===== config.mk =====
export PLATFORM = sky130hd
export DESIGN_NAME = baud_tick_gen
export DESIGN_NICKNAME = d
export VERILOG_FILES = /design/src/rtl/baud_tick_gen.sv
export SDC_FILE = /design/constraint.sdc
export NUM_CORES = 1
export LEC_CHECK = 0
export BUFFER_PORTS_ARGS = -buffer_cell sky130_fd_sc_hd__buf_4
export CAP_MARGIN = 20
export CORE_ASPECT_RATIO = 0.7
export CORE_MARGIN = 1
export CORE_UTILIZATION = 30
export DETAILED_ROUTE_END_ITERATION = 10
export GPL_TIMING_DRIVEN = 0
export HOLD_SLACK_MARGIN = 0.06
export SYNTH_ARGS = -nofsm -noshare
export SYNTH_HDL_FRONTEND = slang
export SYNTH_SLANG_ARGS = --single-unit

===== constraint.sdc =====
create_clock -name clk -period 2.5 [get_ports clk]
set_input_delay 0.375 -clock clk [delete_from_list [all_inputs] [get_ports clk]]
set_output_delay 0.375 -clock clk [all_outputs]
set_load 0.05 [all_outputs]

===== src/rtl/baud_tick_gen.sv =====
// baud_tick_gen: programmable oversample / bit-rate tick generator.
// Each oversample period lasts max(act_int,2) clk cycles. When the optional
// macro BAUD_TICK_FRAC_EN is defined, a fractional accumulator can stretch a
// period by one cycle so that the average period is act_int + act_frac/2^FRAC_W.
// New divisors are staged in a pending register and become active only at a
// period boundary (or while the generator is disabled).
module baud_tick_gen #(
  parameter int DIV_W    = 16,
  parameter int FRAC_W   = 4,
  parameter int OVS      = 16,
  parameter int DEF_INT  = 3,
  parameter int DEF_FRAC = 12
) (
  input  logic              clk,
  input  logic              reset,
  input  logic              en,
  input  logic [DIV_W-1:0]  div_int,
  input  logic [FRAC_W-1:0] div_frac,
  input  logic              div_load,
  output logic              os_tick,
  output logic              bit_tick,
  output logic              cfg_err
);

  localparam int              OS_W    = $clog2(OVS);
  localparam int              CNT_W   = DIV_W + 1;
  localparam logic [OS_W-1:0] OS_LAST = OS_W'(OVS - 1);

  logic [DIV_W-1:0] act_int_reg, act_int_next;
  logic [DIV_W-1:0] pend_int_reg, pend_int_next;
  logic             pend_valid_reg, pend_valid_next;
  logic [CNT_W-1:0] cyc_cnt_reg;
  logic [CNT_W-1:0] len_reg;
  logic [CNT_W-1:0] base_len, len_next;
  logic [OS_W-1:0]  os_cnt_reg;
  logic             os_tick_reg, bit_tick_reg;
  logic             start, terminal, xfer, carry;

`ifdef BAUD_TICK_FRAC_EN
  logic [FRAC_W-1:0] act_frac_reg, act_frac_next;
  logic [FRAC_W-1:0] pend_frac_reg, pend_frac_next;
  logic [FRAC_W-1:0] acc_reg, acc_next;
  logic [FRAC_W:0]   acc_sum;
`else
  // Fractional input has no effect in the integer-only build.
  logic unused_div_frac;
  assign unused_div_frac = ^div_frac;
`endif

  // start: first enabled edge after idle; terminal: last cycle of a period.
  // cyc_cnt_reg runs 1..len_reg inside a period and is 0 only while idle.
  assign start    = en && (cyc_cnt_reg == '0);
  assign terminal = en && (cyc_cnt_reg != '0) && (cyc_cnt_reg == len_reg);
  assign xfer     = terminal || !en;

  assign os_tick  = os_tick_reg;
  assign bit_tick = bit_tick_reg;
  assign cfg_err  = (act_int_reg < DIV_W'(2));

  // Divisor staging: a load in the terminal cycle bypasses pending straight to active.
  always_comb begin
    act_int_next    = act_int_reg;
    pend_int_next   = pend_int_reg;
    pend_valid_next = pend_valid_reg;
`ifdef BAUD_TICK_FRAC_EN
    act_frac_next   = act_frac_reg;
    pend_frac_next  = pend_frac_reg;
`endif
    if (terminal && div_load) begin
      act_int_next    = div_int;
      pend_valid_next = 1'b0;
`ifdef BAUD_TICK_FRAC_EN
      act_frac_next   = div_frac;
`endif
    end else begin
      if (xfer && pend_valid_reg) begin
        act_int_next    = pend_int_reg;
        pend_valid_next = 1'b0;
`ifdef BAUD_TICK_FRAC_EN
        act_frac_next   = pend_frac_reg;
`endif
      end
      if (div_load) begin
        pend_int_next   = div_int;
        pend_valid_next = 1'b1;
`ifdef BAUD_TICK_FRAC_EN
        pend_frac_next  = div_frac;
`endif
      end
    end
  end

  // Length of the period that begins at this edge, using the divisor it will run with.
  always_comb begin
    base_len = (act_int_next < DIV_W'(2)) ? CNT_W'(2) : {1'b0, act_int_next};
`ifdef BAUD_TICK_FRAC_EN
    acc_sum  = {1'b0, acc_reg} + {1'b0, act_frac_next};
    carry    = acc_sum[FRAC_W];
    acc_next = acc_sum[FRAC_W-1:0];
`else
    carry    = 1'b0;
`endif
    len_next = base_len + CNT_W'(carry);
  end

  // Divisor registers; reset restores the default divisor and drops any pending load.
  always_ff @(posedge clk or negedge reset) begin
    if (!reset) begin
      act_int_reg    <= DIV_W'(DEF_INT);
      pend_int_reg   <= '0;
      pend_valid_reg <= 1'b0;
`ifdef BAUD_TICK_FRAC_EN
      act_frac_reg   <= FRAC_W'(DEF_FRAC);
      pend_frac_reg  <= '0;
`endif
    end else begin
      act_int_reg    <= act_int_next;
      pend_int_reg   <= pend_int_next;
      pend_valid_reg <= pend_valid_next;
`ifdef BAUD_TICK_FRAC_EN
      act_frac_reg   <= act_frac_next;
      pend_frac_reg  <= pend_frac_next;
`endif
    end
  end

  // Period counter, oversample counter and registered tick outputs.
  always_ff @(posedge clk or negedge reset) begin
    if (!reset) begin
      cyc_cnt_reg  <= '0;
      len_reg      <= CNT_W'(2);
      os_cnt_reg   <= '0;
      os_tick_reg  <= 1'b0;
      bit_tick_reg <= 1'b0;
    end else if (!en) begin
      cyc_cnt_reg  <= '0;
      os_cnt_reg   <= '0;
      os_tick_reg  <= 1'b0;
      bit_tick_reg <= 1'b0;
    end else if (start || terminal) begin
      cyc_cnt_reg  <= CNT_W'(1);
      len_reg      <= len_next;
      os_tick_reg  <= terminal;
      bit_tick_reg <= terminal && (os_cnt_reg == OS_LAST);
      if (terminal) begin
        os_cnt_reg <= (os_cnt_reg == OS_LAST) ? '0 : os_cnt_reg + 1'b1;
      end
    end else begin
      cyc_cnt_reg  <= cyc_cnt_reg + 1'b1;
      os_tick_reg  <= 1'b0;
      bit_tick_reg <= 1'b0;
    end
  end

`ifdef BAUD_TICK_FRAC_EN
  // Fractional accumulator advances once per period start and idles at zero.
  always_ff @(posedge clk or negedge reset) begin
    if (!reset) begin
      acc_reg <= '0;
    end else if (!en) begin
      acc_reg <= '0;
    end else if (start || terminal) begin
      acc_reg <= acc_next;
    end
  end
`endif

endmodule


== Yosys cells after proc, flatten, opt, wreduce, memory -nomap -nowiden ==
Cells that the tools add are included.

* Bits in registers: 73
* Input bits: 24
* Output and inout bits: 3

* Add/sub/neg operators: 2
* Magnitude comparators: 2
* Equal/unequal tests: 4
* Multiplexer cells: 16
* Bitwise logic cells: 1
* Reductions and logical operators: 15

{| class="wikitable"
|+ Operator list
! operator !! count
|-
| $mux W16 || 3
|-
| $mux W17 || 2
|-
| $lt A16 B2 Y1 const B || 2
|-
| $add A17 B1 Y17 const B || 1
|-
| $eq A17 B17 Y1 || 1
|-
| $logic_not A17 Y1 || 1
|-
| $reduce_bool A17 Y1 || 1
|-
| $mux W4 || 4
|-
| $mux W1 || 7
|-
| $logic_and A1 B1 Y1 || 6
|-
| $reduce_and A2 Y1 || 3
|-
| $add A4 B1 Y4 const B || 1
|-
| $eq A4 B4 Y1 const B || 1
|-
| $ne A2 B1 Y1 const B || 2
|-
| $reduce_bool A3 Y1 || 1
|-
| $logic_or A1 B1 Y1 || 2
|-
| $logic_not A1 Y1 || 1
|-
| $not A1 Y1 || 1
|}

== Logic depth before layout (Yosys ltp) ==
* Depth after elaboration: 9
* Depth in mapped cells: 11
* Depth with buffers taken out: 9

== Worst setup path before layout ==
Ideal clock, no wire load.

* Path type: reg-to-output
* From: register act_int_reg[12]
* To: output cfg_err
* Arrival time: 2.401 ns
* Path slack: -0.276 ns
* Cell stages (with the launch flop): 3
* Path buffers: 0
* Cell sequence: dfrtp_1 or4_1 nor4_1

* Longest elaborated chain between the ends: 1

{| class="wikitable"
|+ Ends and longest elaborated chain
! element !! line !! RTL
|-
| from (decl) || 29 || <nowiki>logic [DIV_W-1:0] act_int_reg, act_int_next;</nowiki>
|-
| from (signal assigned) || 109 || <nowiki>act_int_reg <= DIV_W'(DEF_INT);</nowiki>
|-
| from (signal assigned) || 117 || <nowiki>act_int_reg <= act_int_next;</nowiki>
|-
| $lt A16 B2 Y1 || 58 || <nowiki>assign cfg_err = (act_int_reg < DIV_W'(2));</nowiki>
|-
| to (decl) || 22 || <nowiki>output logic cfg_err</nowiki>
|}

Every way passes these cells.

== Final worst setup path ==
* From: register cyc_cnt_reg[9]
* To: register pend_int_reg[10]

* Longest elaborated chain between the ends: 6

{| class="wikitable"
|+ Ends and longest elaborated chain
! element !! line !! RTL
|-
| from (decl) || 32 || <nowiki>logic [CNT_W-1:0] cyc_cnt_reg;</nowiki>
|-
| from (signal assigned) || 149 || <nowiki>cyc_cnt_reg <= cyc_cnt_reg + 1'b1;</nowiki>
|-
| $reduce_bool A17 Y1 || 53 || <nowiki>assign terminal = en && (cyc_cnt_reg != '0) && (cyc_cnt_reg == len_reg);</nowiki>
|-
| $logic_and A1 B1 Y1 || 53 ||
|-
| $logic_and A1 B1 Y1 * || 53 ||
|-
| $logic_and A1 B1 Y1 * || 69 || <nowiki>if (terminal && div_load) begin</nowiki>
|-
| $not A1 Y1 (no source line) * || n/a ||
|-
| $reduce_and A2 Y1 (no source line) * || n/a ||
|-
| to (signal assigned) || 118 || <nowiki>pend_int_reg <= pend_int_next;</nowiki>
|-
| to (decl) || 30 || <nowiki>logic [DIV_W-1:0] pend_int_reg, pend_int_next;</nowiki>
|}

Every way passes the cells marked *; elsewhere a longest branch is shown, timed or not.
A chain may end at the register's enable or synchronous reset.

==> results.md <==
GRT:
- The initial antenna violation count is 0.
- The first global-routing pass estimated 14.2 mm of wire.
- The maximum number of pins on one net before global-route repair is 73.
- The total overflow left after global routing is 0.
- The number of global-route vias before repair is 2,482.
- The global-route track usage on met2 is 17.6%.
- The routing usage on met1 is 22.8%.
- The met3 routing resource usage after global routing is 5.89%.
- The aggregate global-route resource usage is 14.4%.
- The layer with the highest usage is met1.

Clocking:
- In this run the clock root is driven by a clkbuf_16.
- The insertion delay of the later-clocked pin in the worst-skew pair is 340 ps.
- The number of buffers added by the clock tree synthesis step is 9.
- Counting along the longest clock path gives a buffer depth of 2.
- TritonCTS built the clock tree.
- The H-tree generated during clock tree synthesis spans 3 levels.
- Hold repair after CTS inserted 0 buffers.
- After clock tree synthesis, the clock-pin slew on the worst setup and hold paths is 60 ps.
- The number of sinks on the clock net is 72.

Route:
- The routed wire length is 8.90 mm.
- In the routed design, unresolved DRC markers number 0.
- The detailed router's first-iteration violation count is 153.
- The count of nets left with antenna violations once routing finished came out at 0.
- Summing over every cut layer, the via total after detailed routing is 2,567.
- After detailed routing, the number of vias per cell comes to 4.88.
- For this run, the detailed router's first-pass iteration total came to 4.
- Dividing the detail-routed wire length by the instance count gives 16.9 um.

Critical path:
- The worst path buffer plus inverter count is 2.
- The arrival time reported for the critical path endpoint is 2630 ps.
- The worst-path cell with the longest stage delay is dfrtp_1.
- The element type at the critical path start is a flip-flop.
- For this run, the slowest stage of the critical path takes 420 ps.
- The largest fanout of any net on the critical path is 8.
- Traced cell by cell, the critical path runs through xnor2_1, nand4_1, nor4b_1, and3_4, buf_6, nand2b_4, clkbuf_16, mux2_4.
- The critical path class is reg -> reg.
- The family with the most delay on the worst path is simple AND/OR/NAND/NOR gates.
- The sort of element at the end of the critical path is a flip-flop.
- Data on the critical path is required at its endpoint by 2730 ps.

Final layout:
- Summing all multi-input logic gate instances after layout gives 1950 um2.
- Leaving out fill and tap cells, the most frequent cells in the layout are 68 x dfrtp_1, 45 x mux2i_1, 37 x mux2_2.
- The total of fill cells in the finished design is 1,216.
- Cells with a size suffix above 1 make up 31.9% of the layout.
- The library cell used most frequently in the layout, excluding fill and tap cells, is dfrtp_1.
- The number of nets at the end of the flow is 386.
- Excluding fillers, the count of instances in the completed layout stands at 526.
- Summing all flip-flop and latch instances after layout gives 1810 um2.
- The flip-flop count of the largest register after layout is 17.
- The antenna diode count is 0.
- The post-synthesis to final-layout area growth is 18.8%.

Floorplanning:
- The width of the die is 138 um.
- During I/O placement, the number of pins put on the boundary was 27.
- The initial utilization of the core area, before any placement, comes to 31.0%.
- The floorplan die area is 13,400 um2.
- The overall die height is 97.2 um.
- The area of the core region is 12,500 um2.
- Row generation in the floorplan step produced 34 rows.

Synthesis:
- In this run, synthesis inferred 0 flip-flops with an integrated enable.
- The synthesized-area fraction occupied by adder cells is 0.967%.
- Synthesis produced a netlist with a net count of 348.
- The average cell area after synthesis is 12.1 um2.
- The most instantiated flip-flop cell in the synthesis netlist is dfrtp_1.
- The basic-gate share of the synthesized area counting and, or, nand and nor cells is 12.1%.
- The post-synthesis instance area is 3880 um2.
- The count of mapped cells out of synthesis is 321.
- For this run, asynchronously set or reset flops after synthesis account for 100%.
- The share of the synthesized area in compound gates (AO/OA/AOI/OAI) is 1.87%.
- After synthesis the netlist holds a flip-flop and latch count of 72.
- The main combinational cell family by area after synthesis is multiplexers.
- Of the synthesized area, sequential elements account for 46.5%.
- Of the total synthesized cell area, the portion taken by XOR and XNOR cells is 7.67%.
- Measured against the total synthesized area, the mux share comes to 26.7%.
- The number of library cell types mapped by synthesis is 38.
- The number of warnings issued by yosys is 0.

Place:
- At the end of routability-driven placement, the weighted congestion stood at 0.772.
- The number of placed instances, taps included is 504.
- Timing analysis after detailed placement gives a worst setup slack of -62.6 ps.
- The final HPWL from detailed placement is 6.37 mm.
- During placement, the flow inserted port buffers numbering 21.

Pwr:
- In this run, flip-flops and latches consume 45.7% of the power.
- The leakage power is 1.98 nW.
- The internal portion of the total power is 2.42 mW.
- The analysis attributes to net switching a power of 0.955 mW.
- Of the total power, the share spent switching nets is 28.3%.
- Power spread over the standard cell area amounts to 732 nW/um2.
- The clock network is responsible for 35.0% of the overall power.
- The combinational share of power is 19.3%.
- The highest ir drop seen on vdd is 372 uV.

Timing:
- The final setup skew is 6.81 ps.
- In this run the tightest slew margin relative to its limit is 37.8%.
- In the finished design, the share of the clock period the worst path needs comes to 95.9%.
- For the pin with the worst max-slew slack, the measured transition is 932 ps.
- Across all setup checks in the final design, the least slack found is 102 ps.
- Timing would allow up to 417 MHz.
- The number of pins with negative max-slew slack in the final report was 0.
- The number of setup violations in the final report is 0.
- The final hold violation count came to 0.
- The routed design could run at a clock period as short as 2400 ps.
- Setup repair after global routing could not meet its margin everywhere.

Run:
- The tool flagged a number of max-cap violations equal to 0.

Status:
- The flow ran to the end, and the final reports show no timing, DRC or antenna violations.

Hold path:
- The min-delay analysis places its worst path in the category in -> async.
==> area by class of cell <==
class	instances	share of cell area [%]
tap	162	4.40
inverter	4	0.326
sequential	72	39.2
clock buffer	13	5.43
buffer	17	3.12
timing repair buffer	28	4.94
multi-input combinational	227	42.2
clock inverter	3	0.380
==> final timing paths <==
kind / start / endpoint / slack (ps) / cells after the start
worst min-delay path: reset / pend_int_reg[12] / 160 / 1
min in group clk: div_int[13] / pend_int_reg[13] / 270 / 2
worst min register to register: len_reg[5] / len_reg[5] / 530 / 1
worst max register to register: cyc_cnt_reg[9] / pend_int_reg[10] / 100 / 8
worst max-delay path: cyc_cnt_reg[9] / pend_int_reg[10] / 100 / 8
max in group asynchronous: reset / cyc_cnt_reg[0] / 1660 / 1
==> cell families (layout without fill, tap and decap cells) <==
kind of cell / count (synthesis) / after routing
mux: 94 / 94
flops: 72 / 72
simple gates: 86 / 86
fa+ha+maj: 3 / 3
xor+xnor: 34 / 34
compound gates: 10 / 10
buf+inv: 22 / 65
==> through the flow <==
step | util (%) | total power, mW | hold slack (ps) | TNS, ps | cell area, um2
floorplan | - | 1.96 | 79.4 | 0 | 3890
global placement | 34.0 | 2.15 | 517 | -205 | 4250
detailed placement | 34.0 | 2.17 | 517 | -462 | 4250
CTS | 36.3 | 3.37 | 209 | 0 | 4540
global route | 36.9 | 3.54 | 259 | -14.0 | 4610
finish | 36.9 | 3.37 | 161 | 0 | 4610
==> power by group through the flow <==
stage	logic [mW]	registers, mW	clock network, mW
2_1_floorplan	0.468	1.49	0
3_3_place_gp	0.599	1.55	0
3_5_place_dp	0.612	1.56	0
4_1_cts	0.626	1.54	1.21
5_1_grt	0.711	1.56	1.26
6_report	0.651	1.54	1.18
==> metal layers <==
| metal | part of all wire, % | routed length (um) | vias to the layer above |
|---|---|---|---|
| li1 | - | - | 1209 |
| met1 | 54 | 4810 | 1306 |
| met3 | 6.7 | 593 | 5 |
| met4 | 0.65 | 58 | 0 |
| met2 | 39 | 3440 | 47 |
| met5 | 0 | 0 | - |
==> synth_stat cells (2+ instances only) <==
cell	n	area share, %
dfrtp_1	69	44
mux2i_1	47	12
mux2_2	37	11
nor2_1	25	2.4
xnor2_1	19	4.3
xor2_1	15	3.4
mux2_4	10	3.9
nand2_1	10	0.97
nand4_1	10	1.6
and3_1	8	1.3
nand3_1	8	1.0
buf_6	6	1.7
nor4_1	6	0.97
buf_2	5	0.64
inv_1	4	0.39
nor3_1	4	0.52
clkbuf_1	3	0.29
dfstp_2	3	2.0
ha_1	3	0.97
nand2b_1	3	0.48
o21ai_0	3	0.39
a21boi_0	2	0.39
a21oi_1	2	0.26
buf_4	2	0.39
nor2b_1	2	0.32
nor4_2	2	0.64
nor4b_1	2	0.45
==> repair_timing <==
action                                  CTS  global route
cloned                                    0             1
endpoints found under the setup margin   20            20
pin swaps                                 1             2
resized for setup                         3             6
setup buffers                             2             4
Note: power is estimated with default switching activity, not from simulation.
